**config.mk**
```make
export PLATFORM = sky130hd
export DESIGN_NAME = pipeline_hazard_ctrl
export DESIGN_NICKNAME = d
export VERILOG_FILES = /design/src/rtl/pipeline_hazard_ctrl.sv
export SDC_FILE = /design/constraint.sdc
export NUM_CORES = 1
export LEC_CHECK = 0
export BUFFER_PORTS_ARGS = -buffer_cell sky130_fd_sc_hd__buf_2
export CAP_MARGIN = 10
export CORE_UTILIZATION = 49
export DETAILED_ROUTE_END_ITERATION = 6
export GPL_ROUTABILITY_DRIVEN = 0
export PLACE_DENSITY = 0.74
export SYNTH_ARGS = -nofsm -noshare
export SYNTH_HDL_FRONTEND = slang
export SYNTH_SLANG_ARGS = --single-unit
```
**constraint.sdc**
```tcl
create_clock -name clk -period 2.2 [get_ports clk]
set_input_delay 0.44 -clock clk [delete_from_list [all_inputs] [get_ports clk]]
set_output_delay 0.44 -clock clk [all_outputs]
set_load 0.01 [all_outputs]
```
**src/rtl/pipeline_hazard_ctrl.sv**
```systemverilog
// Hazard and sequencing controller for the 5-stage pipeline: tracks in-flight register usage,
// drives pipeline-register enables/flush/bubble, EX forwarding selects and a load-use stall counter.
module pipeline_hazard_ctrl #(
    parameter int ZERO_REG = 31,
    parameter int CNT_W    = 16
) (
    input  logic             clk,
    input  logic             reset,
    input  logic             id_valid,
    input  logic [4:0]       id_Rn,
    input  logic [4:0]       id_Rm,
    input  logic [4:0]       id_Rd,
    input  logic             id_usesRn,
    input  logic             id_usesRm,
    input  logic             id_RegWrite,
    input  logic             id_MemRead,
    input  logic             br_taken,
    input  logic             mem_busy,
    output logic             pc_wr_en,
    output logic             ifid_wr_en,
    output logic             ifid_flush,
    output logic             idex_wr_en,
    output logic             exmem_wr_en,
    output logic             memwb_wr_en,
    output logic             idex_bubble,
    output logic [1:0]       fwdA,
    output logic [1:0]       fwdB,
    output logic [CNT_W-1:0] stall_cnt
);

    localparam logic [4:0] ZR = 5'(ZERO_REG);

    typedef struct packed {
        logic       valid;
        logic [4:0] rn;
        logic [4:0] rm;
        logic [4:0] rd;
        logic       uses_rn;
        logic       uses_rm;
        logic       reg_write;
        logic       mem_read;
    } ex_t;

    typedef struct packed {
        logic       valid;
        logic [4:0] rd;
        logic       reg_write;
        logic       mem_read;
    } mem_t;

    // WB only ever supplies forwarded data, so its MemRead bit has no consumer.
    typedef struct packed {
        logic       valid;
        logic [4:0] rd;
        logic       reg_write;
    } wb_t;

    ex_t              ex_q, ex_d;
    mem_t             mem_q, mem_d;
    wb_t              wb_q, wb_d;
    logic [CNT_W-1:0] stall_cnt_q, stall_cnt_d;
    logic             lu;

    function automatic logic [1:0] fwd_sel(input logic ex_valid, input logic used,
                                           input logic [4:0] r, input mem_t m, input wb_t w);
        logic mem_wr;
        logic wb_wr;
        mem_wr = m.valid && m.reg_write && (m.rd == r) && (r != ZR);
        wb_wr  = w.valid && w.reg_write && (w.rd == r) && (r != ZR);
        fwd_sel = 2'b00;
        if (ex_valid && used) begin
            if (mem_wr && !m.mem_read) begin
                fwd_sel = 2'b10;
            end else if (wb_wr) begin
                fwd_sel = 2'b01;
            end
        end
    endfunction

    always_comb begin
        lu = id_valid && ex_q.valid && ex_q.mem_read && ex_q.reg_write && (ex_q.rd != ZR) &&
             ((id_usesRn && (id_Rn == ex_q.rd)) || (id_usesRm && (id_Rm == ex_q.rd)));

        pc_wr_en    = 1'b1;
        ifid_wr_en  = 1'b1;
        idex_wr_en  = 1'b1;
        exmem_wr_en = 1'b1;
        memwb_wr_en = 1'b1;
        ifid_flush  = 1'b0;
        idex_bubble = 1'b0;
        stall_cnt_d = stall_cnt_q;

        // Priority: memory freeze, then branch squash, then load-use stall.
        if (mem_busy) begin
            pc_wr_en    = 1'b0;
            ifid_wr_en  = 1'b0;
            idex_wr_en  = 1'b0;
            exmem_wr_en = 1'b0;
            memwb_wr_en = 1'b0;
        end else if (br_taken) begin
            ifid_flush  = 1'b1;
            idex_bubble = 1'b1;
        end else if (lu) begin
            pc_wr_en    = 1'b0;
            ifid_wr_en  = 1'b0;
            idex_bubble = 1'b1;
            if (!(&stall_cnt_q)) begin
                stall_cnt_d = stall_cnt_q + 1'b1;
            end
        end

        fwdA = fwd_sel(ex_q.valid, ex_q.uses_rn, ex_q.rn, mem_q, wb_q);
        fwdB = fwd_sel(ex_q.valid, ex_q.uses_rm, ex_q.rm, mem_q, wb_q);
    end

    always_comb begin
        ex_d  = ex_q;
        mem_d = mem_q;
        wb_d  = wb_q;
        if (!mem_busy) begin
            if (idex_bubble) begin
                ex_d = '0;
            end else begin
                ex_d = '{valid: id_valid, rn: id_Rn, rm: id_Rm, rd: id_Rd,
                         uses_rn: id_usesRn, uses_rm: id_usesRm,
                         reg_write: id_RegWrite, mem_read: id_MemRead};
            end
            mem_d = '{valid: ex_q.valid, rd: ex_q.rd,
                      reg_write: ex_q.reg_write, mem_read: ex_q.mem_read};
            wb_d  = '{valid: mem_q.valid, rd: mem_q.rd, reg_write: mem_q.reg_write};
        end
    end

    always_ff @(posedge clk or posedge reset) begin
        if (reset) begin
            ex_q        <= '0;
            mem_q       <= '0;
            wb_q        <= '0;
            stall_cnt_q <= '0;
        end else begin
            ex_q        <= ex_d;
            mem_q       <= mem_d;
            wb_q        <= wb_d;
            stall_cnt_q <= stall_cnt_d;
        end
    end

    assign stall_cnt = stall_cnt_q;

endmodule

```
==> summary.md <==
| Metric | Value |
|---|---|
| Via density | 5.50 |
| Final Non-Filler Cells | about 350 |
| Critical Path Fanout Max | 4 |
| Unique masters post-synth | 29 |
| Arrival time worst endpoint | 1.65 ns |
| Pwr/cell area | 687 nW/um^2 |
| Period Utilization, post-route | 95.1% |
| Int Pwr | 1.61 mW |
| H-tree Lvls | 2 |
| Largest net degree at the start of global routing | 35 |
| Slew HR | 62.9% |
| First-pass GRT wire length | 8710 um |
| Starting Density | 52.4% |
| Maxcap violations | 0 |
| Startpoint type of the worst setup path | flop |
| Area grow syn2layout | 20.8% |
| Clock Skews | 0.00421 ns |
| Global route overflow | 0 |
| Drt pass-1 iters | 4 |
| DRT Wirelength | ~5500 um |
| Flop2flop setup slack | between 0.15 and 0.2 ns |
| Worst R2R End | stall_cnt[1] |
| Outcome | completed |
| Worst-path cell chain | xnor2_1 -> nand4_1 -> nor4_1 -> and3_1 -> buf_2 |
| CP Capture Type | output port |
| Max clock buf depth | 2 |
| Leak | 1.45 nW |
| Max Transition Viols Final | 0 |
| HP Class | in -> async |
| Worst slew pin tran | 0.555 ns |
| Clock share of power | 35.9% |
| Worst R2R Start | stall_cnt[0] |
| Yosys warning total | 0 |
| Hold Fails Final Rpt | 0 |
| Iter 0 DRT Violations | 106 |
| Via count | 1903 |
| Die span in y | about 74 um |
| Mapped cell area | 2550 um^2 |
| Critical Path Sink | fwdA[1] |
| Yosys reg bits | 51 |
| Final ANT Viol Nets | 0 |
| CTS tree | yes |
| Syn nets | approximately 250 |
| Final setup violation count | 0 |
| Remaining DRCs | 0 |
| Mean post-synth cell area | approximately 12 um^2 |
| Die area | 5510 um^2 |
| Core Area | 4880 um^2 |
| Switching Share | 23.9% |
| Cts bufs inserted | 5 |
| Root Driver | clkbuf_8 |
| DP Wirelength | 3970 um |
| Hold_buf cts | 0 |
| Power Total | 2.12 mW |
| Placed Instances | 331 |
| Cells after Synth | 222 |
| Launch point of the worst path | ex_q[15] |
| Ratio of cells with drive above 1 in the final layout | ~37% |
| R2R depth | 6 |
| WL/cell | 15.8 um |
| Seq/Total Area, Yosys | between 40 and 50% |
| Sequential group share of total power | 51.0% |
| Peak supply drop | roughly 0.00035 V |
| Crit path largest cell delay | 0.45 ns |
| Ant diodes | 0 |
| Reg clk slew, reported paths | 0.09 ns |
| Setup Crit Path Kind | reg -> out |
| Logic pwr share | 13.1% |
| Port bufs | 50 |
| Net Sw Power | 0.506 mW |
| Clock Sinks | 51 |
| CP max-delay cell | dfrtp_1 |
| I/O pins | 51 |
| Final Util | between 60 and 70% |
| Max frequency | about 480 MHz |
| Vias in the first global route | 1747 |
| Std cell rows | 25 |
| Nets | 303 |
| Die Wd | 74.2 um |
| GRT Total Usage | 21.7% |
| Minimum clock period | 2.09 ns |
| Worst Path Required | 1.76 ns |
| Clock Latency Late Sink | 0.30 ns |
| Initial antenna violation count | 0 |
-- power groups by stage --
stage | Clock [mW] | Combinational, mW | Sequential, mW
finish | 0.760 | 0.277 | 1.08
global route | 0.814 | 0.306 | 1.09
CTS | 0.770 | 0.256 | 1.08
detailed placement | 0 | 0.255 | 1.10
global placement | 0 | 0.250 | 1.10
floorplan | 0 | 0.193 | 1.07
-- how the worst min path moves through the flow --
stage | startpoint | end | slack [ns]
6_report | reset | ex_q[5] | 0.17
5_1_grt | reset | ex_q[18] | 0.21
4_1_cts | reset | ex_q[18] | 0.19
3_5_place_dp | stall_cnt[10] | stall_cnt[10] | 0.49
3_3_place_gp | wb_q[0] | wb_q[0] | 0.48
2_1_floorplan | wb_q[0] | wb_q[0] | 0.47
-- repair_timing --
| action | 4_1_cts | 5_1_grt |
|---|---|---|
| setup endpoints to repair | 0 | 3 |
| gates resized for setup | 0 | 9 |
| setup buffers | 0 | 7 |
-- synth_stat cells --
| cell | number | area share, % |
|---|---|---|
| ha_1 | 1 | 0.49 |
| and3_2 | 3 | 0.88 |
| buf_4 | 3 | 0.88 |
| nor4_1 | 4 | 0.98 |
| buf_2 | 3 | 0.59 |
| or4_1 | 1 | 0.29 |
| a21oi_1 | 1 | 0.20 |
| and4bb_2 | 1 | 0.49 |
| nand4_1 | 16 | 3.9 |
| o22ai_2 | 1 | 0.49 |
| a21boi_1 | 1 | 0.29 |
| a31oi_1 | 1 | 0.25 |
| a31oi_4 | 1 | 0.83 |
| inv_1 | 4 | 0.59 |
| a22o_1 | 20 | 6.9 |
| and2_1 | 1 | 0.25 |
| mux2_2 | 16 | 7.1 |
| xor2_1 | 4 | 1.4 |
| or2_2 | 1 | 0.25 |
| and3_4 | 1 | 0.44 |
| clkbuf_1 | 3 | 0.44 |
| nand2_1 | 7 | 1.0 |
| nand3_1 | 14 | 2.7 |
| nor2_1 | 10 | 1.5 |
| xnor2_1 | 41 | 14 |
| buf_1 | 2 | 0.29 |
| and3_1 | 9 | 2.2 |
| dfrtp_1 | 51 | 50 |
| buf_6 | 1 | 0.44 |
-- cell usage in the layout (no fill, tap or decap), types with 2 or more instances in the layout --
| master | netlist | layout |
|---|---|---|
| nor4_1 | 4 | 4 |
| dfrtp_1 | 51 | 46 |
| xnor2_1 | 41 | 39 |
| buf_2 | 3 | 50 |
| bufinv_16 | 0 | 2 |
| xor2_1 | 4 | 4 |
| nand4_1 | 16 | 16 |
| xnor2_2 | 0 | 2 |
| clkbuf_8 | 0 | 5 |
| a22o_1 | 20 | 20 |
| nand3_1 | 14 | 14 |
| and3_1 | 9 | 9 |
| dfrtp_2 | 0 | 5 |
| inv_1 | 4 | 3 |
| mux2_2 | 16 | 16 |
| nor2_1 | 10 | 10 |
| and3_2 | 3 | 3 |
| buf_4 | 3 | 10 |
| nand2_1 | 7 | 7 |
-- cell families after synthesis --
| family | count (synthesis) | share of synthesized area [%] |
|---|---|---|
| muxes | 16 | 7.05 |
| adders and majority gates | 1 | 0.490 |
| and+or+nand+nor | 68 | 14.9 |
| AOI/OAI and AO/OA | 25 | 8.91 |
| buffers and inverters | 16 | 3.23 |
| DFF | 51 | 50.0 |
| xor gates and xnor gates | 45 | 15.4 |
-- layout make-up --
cell class	instances	area (um^2)
Fill cell	420	1790
Sequential cell	51	1280
Multi-Input combinational cell	155	1220
Timing Repair Buffer	61	345
Tap cell	67	83.8
Clock buffer	5	68.8
Clock inverter	3	67.6
Inverter	4	15.0
-- sequential cells by signal (all words and copies together) (netlist names) --
name and flops:
stall_cnt 16, wb_q 7, mem_q 8, ex_q 20
-- critical path, delay by kind of cell (launching register included) --
family                    cells  cell delay, ns
DFF                           1            0.45
and+or+nand+nor               3            0.60
buffers and inverters         1            0.12
xor gates and xnor gates      1            0.19
-- metrics by stage --
step                cell area, um^2  hold slack [ns]  TNS [ns]  worst slack, ns
finish                         3090            0.173         0            0.108
detailed placement             2860            0.487         0            0.272
global placement               2860            0.482         0            0.316
CTS                            3000            0.191         0           0.0240
global route                   3090            0.212  -0.00134         -0.00134
floorplan                      2550            0.471         0            0.178
-- per-layer routing --
metal	vias to the layer above	track usage [%]	share of wire, %
li1	914	-	-
met1	935	31.7	47
met2	42	31.8	47
met3	12	3.79	3.3
met4	0	9.85	2.7
met5	-	0	0
(Power assumes the default switching activity.)
